**src/rtl/flash_arbiter.sv**
```systemverilog
// flash_arbiter: round-robin sharing of one wait-state flash between the PRG and CHR read ports
module flash_arbiter #(
  parameter int          WAIT_CYCLES = 4,
  parameter logic [22:0] PRG_BASE    = 23'h000000,
  parameter logic [22:0] CHR_BASE    = 23'h400000
) (
  input  logic        i_clk,
  input  logic        i_rst,
  input  logic        i_prg_req,
  input  logic [19:0] i_prg_addr,
  output logic        o_prg_ack,
  output logic [7:0]  o_prg_rdata,
  input  logic        i_chr_req,
  input  logic [19:0] i_chr_addr,
  output logic        o_chr_ack,
  output logic [7:0]  o_chr_rdata,
  output logic [22:0] o_flash_addr,
  output logic        o_flash_oe,
  input  logic [7:0]  i_flash_q
);
  typedef enum logic [1:0] {IDLE, ACCESS, ACK} state_t;
  state_t     state, state_nx;
  logic [3:0] cnt;
  logic       last_grant;
  logic       pick_chr;
  // last_grant doubles as the port owning the access in flight (1 = CHR)
  assign pick_chr = i_chr_req & (~i_prg_req | ~last_grant);
  always_ff @(posedge i_clk)
    state <= i_rst ? IDLE : state_nx;
  always_comb
    state_nx = state == IDLE   ? ((i_prg_req | i_chr_req) ? ACCESS : IDLE) :
               state == ACCESS ? (cnt == 4'd0 ? ACK : ACCESS) : IDLE;
  always_comb begin
    o_flash_oe = state == ACCESS;
    o_prg_ack  = state == ACK && !last_grant;
    o_chr_ack  = state == ACK && last_grant;
  end
  always_ff @(posedge i_clk)
    if (i_rst) begin
      cnt          <= '0;
      last_grant   <= 1'b0;
      o_flash_addr <= '0;
      o_prg_rdata  <= '0;
      o_chr_rdata  <= '0;
    end else if (state == IDLE && (i_prg_req || i_chr_req)) begin
      cnt          <= 4'(WAIT_CYCLES - 1);
      last_grant   <= pick_chr;
      o_flash_addr <= pick_chr ? CHR_BASE + {3'b0, i_chr_addr} : PRG_BASE + {3'b0, i_prg_addr};
    end else if (state == ACCESS) begin
      if (cnt != 4'd0) cnt <= cnt - 4'd1;
      else if (last_grant) o_chr_rdata <= i_flash_q;
      else o_prg_rdata <= i_flash_q;
    end
endmodule

```
**config.mk**
```make
export PLATFORM = sky130hd
export DESIGN_NAME = flash_arbiter
export DESIGN_NICKNAME = d
export VERILOG_FILES = /design/src/rtl/flash_arbiter.sv
export SDC_FILE = /design/constraint.sdc
export NUM_CORES = 1
export LEC_CHECK = 0
export BUFFER_PORTS_ARGS = -buffer_cell sky130_fd_sc_hd__buf_2
export CORE_MARGIN = 2
export CORE_UTILIZATION = 35
export CTS_CLUSTER_DIAMETER = 100
export DETAILED_ROUTE_END_ITERATION = 10
export PLACE_DENSITY = 0.61
export SLEW_MARGIN = 15
export SYNTH_ARGS = -nofsm -noshare
export SYNTH_HDL_FRONTEND = slang
export SYNTH_SLANG_ARGS = --single-unit
```
**constraint.sdc**
```tcl
create_clock -name i_clk -period 3.1 [get_ports i_clk]
set_clock_uncertainty 0.2 [all_clocks]
set_input_delay 0 -clock i_clk [delete_from_list [all_inputs] [get_ports i_clk]]
set_output_delay 0 -clock i_clk [all_outputs]
set_load 0.05 [all_outputs]
```
== After elaboration in Yosys (flattened, before gate mapping) ==
Index checks and enable logic that the tools add are counted.
Cells by class
  bitwise operators: 7
  equality and inequality tests: 2
  multiplexer cells: 8
  reductions and logical operators: 15
  add/sub/neg operators: 2
Operator list (number)
  23-bit by 20-bit adder with 23-bit output, first input constant: 1
  23-bit 2-to-1 mux: 1
  2-bit 2-to-1 mux: 6
  4-bit AND reduction: 2
  4-bit logical NOT: 1
  1-bit NOT: 4
  2-bit AND reduction: 2
  2-bit nonzero test: 2
  4-bit nonzero test: 1
  4-bit by 1-bit subtractor with 4-bit output, second input constant: 1
  1-bit logical AND: 3
  2-bit by 1-bit == test with 1-bit output, second input constant: 1
  2-bit == test, second input constant: 1
  2-bit logical NOT: 1
  1-bit bitwise OR: 2
  2-bit OR reduction: 1
  1-bit AND: 1
  1-bit logical NOT: 1
  1-bit logical OR: 1
  1-bit 2-to-1 mux: 1
Word-level totals
  logic and storage cells: 41
  bits of input ports: 52
  flip-flop bits (word level): 46
  output and inout port bits: 42

== Longest topological paths before layout ==
Gate-level depths: netlist of the first run.
  depth in word-level cells: 4
  mapped depth: 6
  depth with buffers taken out: 5

== Least setup slack after synthesis of the first run ==
OpenSTA, ideal clock, no wires.
  path type: reg-to-output
  from: reg o_flash_addr[22] (netlist name)
  to: out o_prg_ack
  arrival: 1.612 ns
  data required time: 2.900 ns
  slack: 1.288 ns
  stages on the path, launching flop included: 3
  cells stage by stage: dfxtp_1 buf_2 nor3b_1
RTL lines
  end: declaration: RTL line 11  | output logic o_prg_ack,

== Final worst setup path of the first run ==
  from: in i_prg_req
  to: reg o_flash_addr[10]
Between the ends
  word-level cells in the longest chain between the ends: 4
  elaborated cells between the ends (all ways): 6
RTL lines
  start: declaration: RTL line 9  | input logic i_prg_req,
  1-bit NOT: RTL line 27  | assign pick_chr = i_chr_req & (~i_prg_req | ~last_grant);
  1-bit bitwise OR: RTL line 27
  1-bit AND: RTL line 27
  23-bit 2-to-1 mux: RTL line 48  | o_flash_addr <= pick_chr ? CHR_BASE + {3'b0, i_chr_addr} : PRG_BASE + {3'b0, i_prg_addr};
  end signal: assignment: RTL line 48
  end: declaration: RTL line 17  | output logic [22:0] o_flash_addr,
Several ways; a longest one is shown, not always the timed one.
A chain may end at the register's enable or synchronous reset.

==> results of run 1 <==
[worst max path at each step]
stage                startpoint                to  slack [ps]  cells past startpoint
2_1_floorplan  o_flash_addr[22]         o_prg_ack        1290                      2
3_3_place_gp          i_prg_req   o_flash_addr[0]        1270                      4
3_5_place_dp   o_flash_addr[22]  o_flash_addr[13]        1230                      3
4_1_cts               i_prg_req  o_flash_addr[13]         500                      6
5_1_grt               i_prg_req  o_flash_addr[13]         280                      6
6_report              i_prg_req  o_flash_addr[10]         450                      6
[where the power goes]
part / switching, uW / leakage, uW / internal, uW
logic: 362 / 0.00103 / 217
clock network: 186 / 0.0000477 / 154
registers: 40.8 / 0.000353 / 611
[through the flow]
| step | instances | utilization [%] | total power [uW] |
|---|---|---|---|
| 4_1_cts | 427 | 55.1 | 1590 |
| 6_report | 427 | 55.1 | 1570 |
| 3_3_place_gp | 369 | 44.5 | 1160 |
| 5_1_grt | 427 | 55.1 | 1660 |
| 2_1_floorplan | 227 | - | 1040 |
| 3_5_place_dp | 369 | 44.5 | 1160 |
[sequential cells by signal (all words and copies together), names as in the netlist]
register and cells:
cnt 4, o_prg_rdata 8, o_chr_rdata 8, state 2, o_flash_addr 21
[cells in the mapped netlist]
cell	n
sky130_fd_sc_hd__a21bo_2	1
sky130_fd_sc_hd__a21boi_0	2
sky130_fd_sc_hd__a21oi_1	22
sky130_fd_sc_hd__a221oi_1	1
sky130_fd_sc_hd__a311oi_1	21
sky130_fd_sc_hd__a31oi_1	1
sky130_fd_sc_hd__and2_1	1
sky130_fd_sc_hd__and3b_1	1
sky130_fd_sc_hd__buf_1	1
sky130_fd_sc_hd__buf_2	7
sky130_fd_sc_hd__buf_4	3
sky130_fd_sc_hd__clkbuf_1	11
sky130_fd_sc_hd__conb_1	1
sky130_fd_sc_hd__dfxtp_1	43
sky130_fd_sc_hd__ha_1	1
sky130_fd_sc_hd__inv_1	3
sky130_fd_sc_hd__mux2i_1	16
sky130_fd_sc_hd__nand2_1	42
sky130_fd_sc_hd__nand2b_1	25
sky130_fd_sc_hd__nand3b_1	2
sky130_fd_sc_hd__nand4bb_1	1
sky130_fd_sc_hd__nor2_1	3
sky130_fd_sc_hd__nor3_1	2
sky130_fd_sc_hd__nor3b_1	2
sky130_fd_sc_hd__nor3b_2	1
sky130_fd_sc_hd__nor4_1	2
sky130_fd_sc_hd__nor4bb_1	1
sky130_fd_sc_hd__o21a_1	1
sky130_fd_sc_hd__o21ai_0	1
sky130_fd_sc_hd__o31a_1	1
sky130_fd_sc_hd__or2_2	1
sky130_fd_sc_hd__or3_1	4
sky130_fd_sc_hd__or3b_2	1
[tightest hold or removal path, delay by kind of cell]
family / cells / cell delay [ps]
buffers and inverters: 1 / 130
and+or+nand+nor: 3 / 350
[cell type report]
class | instances | area share, %
tap | 72 | 2.99
clock buffer | 5 | 2.28
sequential | 43 | 28.5
clock inverter | 3 | 0.498
inverter | 3 | 0.373
timing repair buffer | 142 | 31.9
multi-input combinational | 159 | 33.4
[routing by layer]
metal / vias to the layer above / global-route usage [%]
met5: - / 0
met4: 0 / 3.10
met3: 2 / 5.11
met2: 60 / 30.3
met1: 927 / 21.9
li1: 1045 / -
[cells by family (layout without fill, tap and decap cells)]
kind of cell / after synthesis / count (layout) / synth area share [%]
muxes: 16 / 16 / 8.12
and+or+nand+nor: 89 / 89 / 23.7
AOI/OAI and AO/OA: 51 / 51 / 18.0
DFF: 43 / 43 / 43.6
adders and majority gates: 1 / 1 / 0.634
buffers and inverters: 25 / 153 / 5.77
other: 1 / 2 / 0.190
==> run summary, run 1 <==
The die is 79.1 microns wide. The cell sitting at the root of the clock tree is a sky130_fd_sc_hd__clkbuf_8. The initial cell density of the core came out at 36.1%. The count of nets left with antenna violations after detail routing is 0. The count of buffers inserted at the top-level ports is 91. The required time at the worst-slack endpoint came out at 3080 ps. The uppermost layer routed is met4. The startpoint identified for the worst hold timing path is i_chr_req. Leaving out fill and tap cells, the most frequent cell in the layout is sky130_fd_sc_hd__buf_2. The cell area after placement is 2430 sq um. Wires add up to roughly 5300 microns. The run finished with clean final reports.

The setup path with the least slack is of type input pin to register. The TritonCTS clock tree is built. On the critical path, the stage with the largest delay is an instance of sky130_fd_sc_hd__and2_1. The count of yosys warnings during synthesis is 0. The final max-slew violation count is 0. Max-cap violations in this run came to 0. The tightest slew margin relative to the limit is 40.0%. The slew at the pin closest to its max-slew limit is 895 ps. The post-CTS setup-driven buffer insertion count is 0. The register cell area after layout is ~860 sq um.

The number of clock buffers inserted by TritonCTS is 5. The fraction of the yosys area taken by sequential cells came out at 43.6%. The post-route setup TNS is 0 ps. The area added between synthesis and finish is 52.9%. The number of cells produced by synthesis came out at about 230.

The minimum setup slack in the final design came out at 452 ps. The clock passes through at most 2 buffers. The largest single stage delay on the critical path is roughly 700 ps. The vertical die dimension came out at 79.1 microns. The worst vdd rail ir drop came out at 0.000237 V. The number of nets at the end of the flow came out at 407. Counting both buffers and inverters, the worst setup path holds a total of 3. The power density over the cells is ~520 nW/um^2. After detailed routing, the average wire length per cell comes to 12.4 microns. Setup repair after global routing left no endpoint under its margin.

The final hold violation count came out at 0. Of the available clock period, the critical path in the final layout requires 85.4%. The number of DRC markers after the initial detailed-route iteration came out at 61. In this run the core area contains 27 standard-cell rows. The worst setup path is launched from an input pin. The first-pass iteration count of the detailed router is 4. The number of failing setup endpoints in the final timing report came out at 0.

0 antenna diodes ended up in the layout. The detailed route wirelength on metal2 came out at 2540 microns. The leakage component of the power came out at 0.00143 uW. The number of global-route vias before repair is 1954.

In this run the critical register-to-register path is captured at o_flash_addr[13]. The maximum fanout along the worst path is 23. The die outline area is roughly 6300 sq um. On the critical path the largest part of the delay comes from buffers and inverters. The core box area came out at between 5000 and 6000 sq um. The cell area after layout came out at 3020 sq um. Ranked by total cell area, the synthesized netlist is headed by sky130_fd_sc_hd__dfxtp_1, sky130_fd_sc_hd__a311oi_1, sky130_fd_sc_hd__mux2i_1, sky130_fd_sc_hd__nand2_1, sky130_fd_sc_hd__nand2b_1. Counting flops and latches in the post-synthesis netlist gives 43. The category of the worst setup path capture point is a register. The number of I/O pins is between 90 and 100.

The first global-routing pass estimated 8760 microns of wire. The cell seen most often among critical-path stages is sky130_fd_sc_hd__dlygate4sd3_1. The top cell types in the final layout, fill and taps aside, are sky130_fd_sc_hd__buf_2, sky130_fd_sc_hd__dlygate4sd3_1, sky130_fd_sc_hd__dfxtp_1, sky130_fd_sc_hd__nand2_1, sky130_fd_sc_hd__nand2b_1. The number of antenna violations at the first check in global routing was 0. The DRC violations left is 0. The post-route netlist has 29.9% of its cells at a drive strength greater than 1. The mean number of vias per cell is 4.76. The path category of the worst min-delay check is input pin to register.

The routed design could run at a clock period as short as 2650 ps. The minimum setup slack among reg-to-reg paths came out at 660 ps. The routability-driven placement congestion ratio came out at 0.725.

Derived from the worst setup path, the maximum achievable clock frequency is 378 MHz. The total global routing track utilization is 17.5%. The worst hold slack after final layout came out at 27.7 ps. The count of instances resized after the clock tree is built came out at 0. The post-synthesis average cell area came out at 8.73 sq um. The routed via count came out at 2034. The largest net degree at the start of global routing came out at 51. Timing analysis after detailed placement gives a worst setup slack of 1230 ps. The reg-to-reg critical path startpoint is o_flash_addr[22]. Detailed routing placed a total of 234 microns of wire on met3.

The synthesized netlist occupies a cell area of about 2000 sq um. For this block, wires on met1 add up to about 2500 microns. The sum of net half-perimeters after detailed placement came out at 3210 microns. The worst hold path stage count came out at 4. The data arrival time of the critical path came out at 2620 ps.

The insertion delay of the later-clocked pin in the worst-skew pair is 290 ps. The clock-pin slew on the worst setup and hold paths came out at 80 ps. The leftover overflow at the end of global routing came out at 0.

The tree built by TritonCTS fans out to 43 sinks. The multi-input combinational cell area came out at ~1000 sq um. The critical path goes through dlygate4sd3_1 > buf_2 > or2_2 > and2_1 > a311oi_1 > dlygate4sd3_1. The number of filler cells placed in the layout came out at 530. The leading area contributor after synthesis is sky130_fd_sc_hd__dfxtp_1. The worst min-delay path endpoint is state[0].

The number of cell instances on the worst register-to-register path came out at 4. The total number of H-tree levels came out at 2. The number of different library cells in the post-synthesis netlist is 33. The portion of synthesized cell area occupied by the leading cell type is 43.6%. The number of hold-repair buffers added at the cts stage came out at 50.
(Power assumes the default switching activity.)
==> inputs of run 2 (changes only) <==
--- a/config.mk
+++ b/config.mk
@@ -5,11 +5,13 @@
 export SDC_FILE = /design/constraint.sdc
 export NUM_CORES = 1
 export LEC_CHECK = 0
+export ABC_AREA = 1
 export BUFFER_PORTS_ARGS = -buffer_cell sky130_fd_sc_hd__buf_2
 export CORE_MARGIN = 2
 export CORE_UTILIZATION = 35
 export CTS_CLUSTER_DIAMETER = 100
 export DETAILED_ROUTE_END_ITERATION = 10
+export GPL_TIMING_DRIVEN = 0
 export PLACE_DENSITY = 0.61
 export SLEW_MARGIN = 15
 export SYNTH_ARGS = -nofsm -noshare
==> run summary, run 2 <==
The worst setup path is launched from a register. The number of cells produced by synthesis came out at 275. The final max-slew violation count came out at 0. In the synthesized netlist the dominant register cell turns out to be sky130_fd_sc_hd__dfxtp_1. The data arrival time of the critical path is 2060 ps. The final period demand of the worst path is 2070 ps. The post-synthesis average cell area came out at ~7.2 sq um. The count of instances resized after the clock tree is built is 0. The first-pass iteration count of the detailed router came out at 4. The number of hold-repair buffers added at the cts stage came out at 49. The fraction of layout cells with a size suffix above 1 came out at 30.2%.

In the final layout, the registers with the most flip-flops are o_flash_addr x21, o_chr_rdata x8, o_prg_rdata x8. The post-route non-filler standard cell count is 496. The critical path buffer and inverter count came out at 3.

The die outline area came out at 6310 sq um. The post-CTS setup-driven buffer insertion count is 0. The count of yosys warnings during synthesis is 0. Entering global routing, the biggest net connects 14 pins.

Row generation in the floorplan step produced 27 rows. After detailed routing, the number of vias per cell comes to 4.29. The maximum fanout along the worst path came out at 10. The maximum clock insertion buffer count came out at 2. The number of clock buffers inserted by TritonCTS is 5.

The count of buffers inserted at the top-level ports came out at a little over 90. In the layout the commonest cells are sky130_fd_sc_hd__buf_2, sky130_fd_sc_hd__nand2_1, sky130_fd_sc_hd__dlygate4sd3_1, sky130_fd_sc_hd__dfxtp_1, sky130_fd_sc_hd__nor2_1. Clock-pin slew was measured on the worst setup and hold paths at 80 ps. The register with the most flip-flops in the layout has 21 of them. The sum of net half-perimeters after detailed placement came out at 3410 microns.

The final hold violation count came out at 0. The number of global-route vias before repair came out at 1975. The number of antenna diodes in the final layout is 0.

The initial cell density of the core is 36.2%. The achievable frequency is 483 MHz. The count of nets left with antenna violations once routing finished came out at 0. The total global routing track utilization is 17.0%.

The number of failing setup endpoints in the final timing report came out at 0. The cell at the root of the clock tree is sky130_fd_sc_hd__clkbuf_8. The DRC violations left came out at 0. The critical path class is register to register.

The number of placed instances, taps included, is about 440. The startpoint identified for the worst register-to-register timing path is o_flash_addr[22]. For this design the ratio of total power to cell area is 558 nW/um^2. The setup slack at placement came out at approximately 1500 ps. The routability-driven placement congestion ratio came out at 0.758. The most common cell after layout, fill and taps aside is sky130_fd_sc_hd__buf_2. After detailed routing, the average wire length per cell comes to 10.6 microns. The core box area is around 5500 sq um.

The leakage component of the power is 0.00162 uW. Ranked by flip-flop count, first place goes to o_flash_addr. The minimum setup slack in the final design is 1030 ps.

Sequential elements use between 40% and 50% of the synthesized area. The number of filler cells placed in the layout is 500. Sorting the synthesized cells by how often they occur yields sky130_fd_sc_hd__nand2_1, sky130_fd_sc_hd__dfxtp_1, sky130_fd_sc_hd__nor2_1, sky130_fd_sc_hd__inv_1, sky130_fd_sc_hd__o211ai_1. The number of nets at the end of the flow came out at 476. The number of DRC markers after the initial detailed-route iteration came out at 61. The total wirelength of the detailed-routed design came out at 5280 microns. The cell type of the slowest stage on the worst timing path is sky130_fd_sc_hd__dlygate4sd3_1. The fraction of the core area covered by cells at the end of the flow came out at 57.5%. CTS built an H-tree with a depth of 2.

The vertical die dimension is between 70 and 80 microns. Sorting the synthesized cells by area gives the leading types as sky130_fd_sc_hd__dfxtp_1, sky130_fd_sc_hd__nand2_1, sky130_fd_sc_hd__o211ai_1, sky130_fd_sc_hd__nor2_1, sky130_fd_sc_hd__or2_1. The cell seen most often among critical-path stages is sky130_fd_sc_hd__nand2_1. The TritonCTS clock tree is built. The first global-routing pass estimated 8690 microns of wire. Traced cell by cell, the critical path runs through nand2_1 > nand2_1 > inv_1 > clkbuf_1 > o211ai_1 > dlygate4sd3_1 > nand2_1. The post-synthesis instance area came out at 1990 sq um. The peak per-stage delay on the critical path is 570 ps.

The worst register-to-register path has a setup slack of 1030 ps. The path category of the worst min-delay check is input pin to register. The number of antenna violations at the first check in global routing came out at 0. The flow ran to the end, and the final reports show no timing, DRC or antenna violations. The insertion delay of the later-clocked pin in the worst-skew pair is 290 ps.

The leftover overflow at the end of global routing is 0. The number of I/O pins came out at 94. The number of enable flip-flop cells after synthesis is 0.

Synthesis inferred 43 register bits. The startpoint identified for the worst hold timing path is i_chr_req. Tracing the worst setup path back leads to its startpoint at o_flash_addr[22]. The area added between synthesis and finish came out at 58.8%.

Setup repair after global routing left no endpoint under its margin. The period utilization is roughly two thirds. The category of the worst setup path capture point is a register. The family with the most delay on the worst path is buffers and inverters. The worst vdd rail ir drop came out at 0.000300 V. The portion of synthesized cell area occupied by the leading cell type is 43.2%. The routed via count came out at 2130. The fraction of registers with async set or reset after synthesis is 0%. The post-route setup TNS came out at 0 ps. From left edge to right edge, the die measures approximately 79 microns.

The number of different library cells in the post-synthesis netlist is 25. The largest total area in the synthesized netlist belongs to sky130_fd_sc_hd__dfxtp_1. The count of clock tree sinks came out at 43. At the worst endpoint, the required time is 3090 ps. Yosys instantiated no cell more often than sky130_fd_sc_hd__nand2_1. On the final layout, the worst hold slack is 3.18 ps. The max-capacitance violation count is 0.
run 2: cell types whose count changed in the layout (fill, tap and decap cells not counted), sizes merged, moves of 18 or more:
cell,previous run,this run
or2,1,19
nor2,3,41
nand2,42,90
a311oi,21,0
nand2b,25,0
inv,3,31
a21oi,22,3
o211ai,0,19
run 2: cell type report:
cell class | instances | area [sq um] | share of cell area [%]
Inverter | 31 | 116 | 3.68
Timing Repair Buffer | 140 | 946 | 29.9
Sequential cell | 43 | 861 | 27.2
Buffer | 14 | 103 | 3.24
Clock inverter | 2 | 60.1 | 1.90
Clock buffer | 6 | 72.6 | 2.29
Multi-Input combinational cell | 188 | 917 | 29.0
Tap cell | 72 | 90.1 | 2.85
run 2: worst paths after layout:
check / to / cells past startpoint
worst max register to register: o_flash_addr[16] / 7
worst min register to register: o_flash_addr[5] / 2
worst min-delay path: state[0] / 5
worst max-delay path: o_flash_addr[16] / 7
run 2: stage by stage:
| stage | total power, uW | cell area, sq um |
|---|---|---|
| after global routing | 1870 | 3170 |
| after CTS | 1780 | 3170 |
| after global placement | 1200 | 2540 |
| after detailed placement | 1200 | 2540 |
| final | 1770 | 3170 |
| after floorplan | 1070 | 2000 |
run 2: kinds of logic after synthesis:
group           Yosys count  share of synthesized area (%)
compound gates           25                           8.66
buf+inv                  45                           11.0
fa+ha+maj                 1                          0.628
other cells               1                          0.188
flops                    43                           43.2
simple gates            160                           36.3
run 2: worst min-delay path: cells and delay by family:
kind | cells | cell delay (ps)
and+or+nand+nor | 2 | 210
buffers and inverters | 2 | 140
AOI/OAI and AO/OA | 1 | 80
run 2: power by group:
| part | switching (uW) | internal, uW |
|---|---|---|
| Combinational | 397 | 204 |
| Clock | 195 | 322 |
| Sequential | 33.8 | 616 |
run 2: per-layer routing:
layer  global-route usage (%)  part of all wire, %  routed length [microns]  vias up
met5                        0                    0                        0        -
met1                     20.8                   44                     2320      909
met3                     5.54                  8.0                      424        8
met4                     5.34                  1.4                       73        0
li1                         -                    -                        -     1133
met2                     28.4                   47                     2460       80
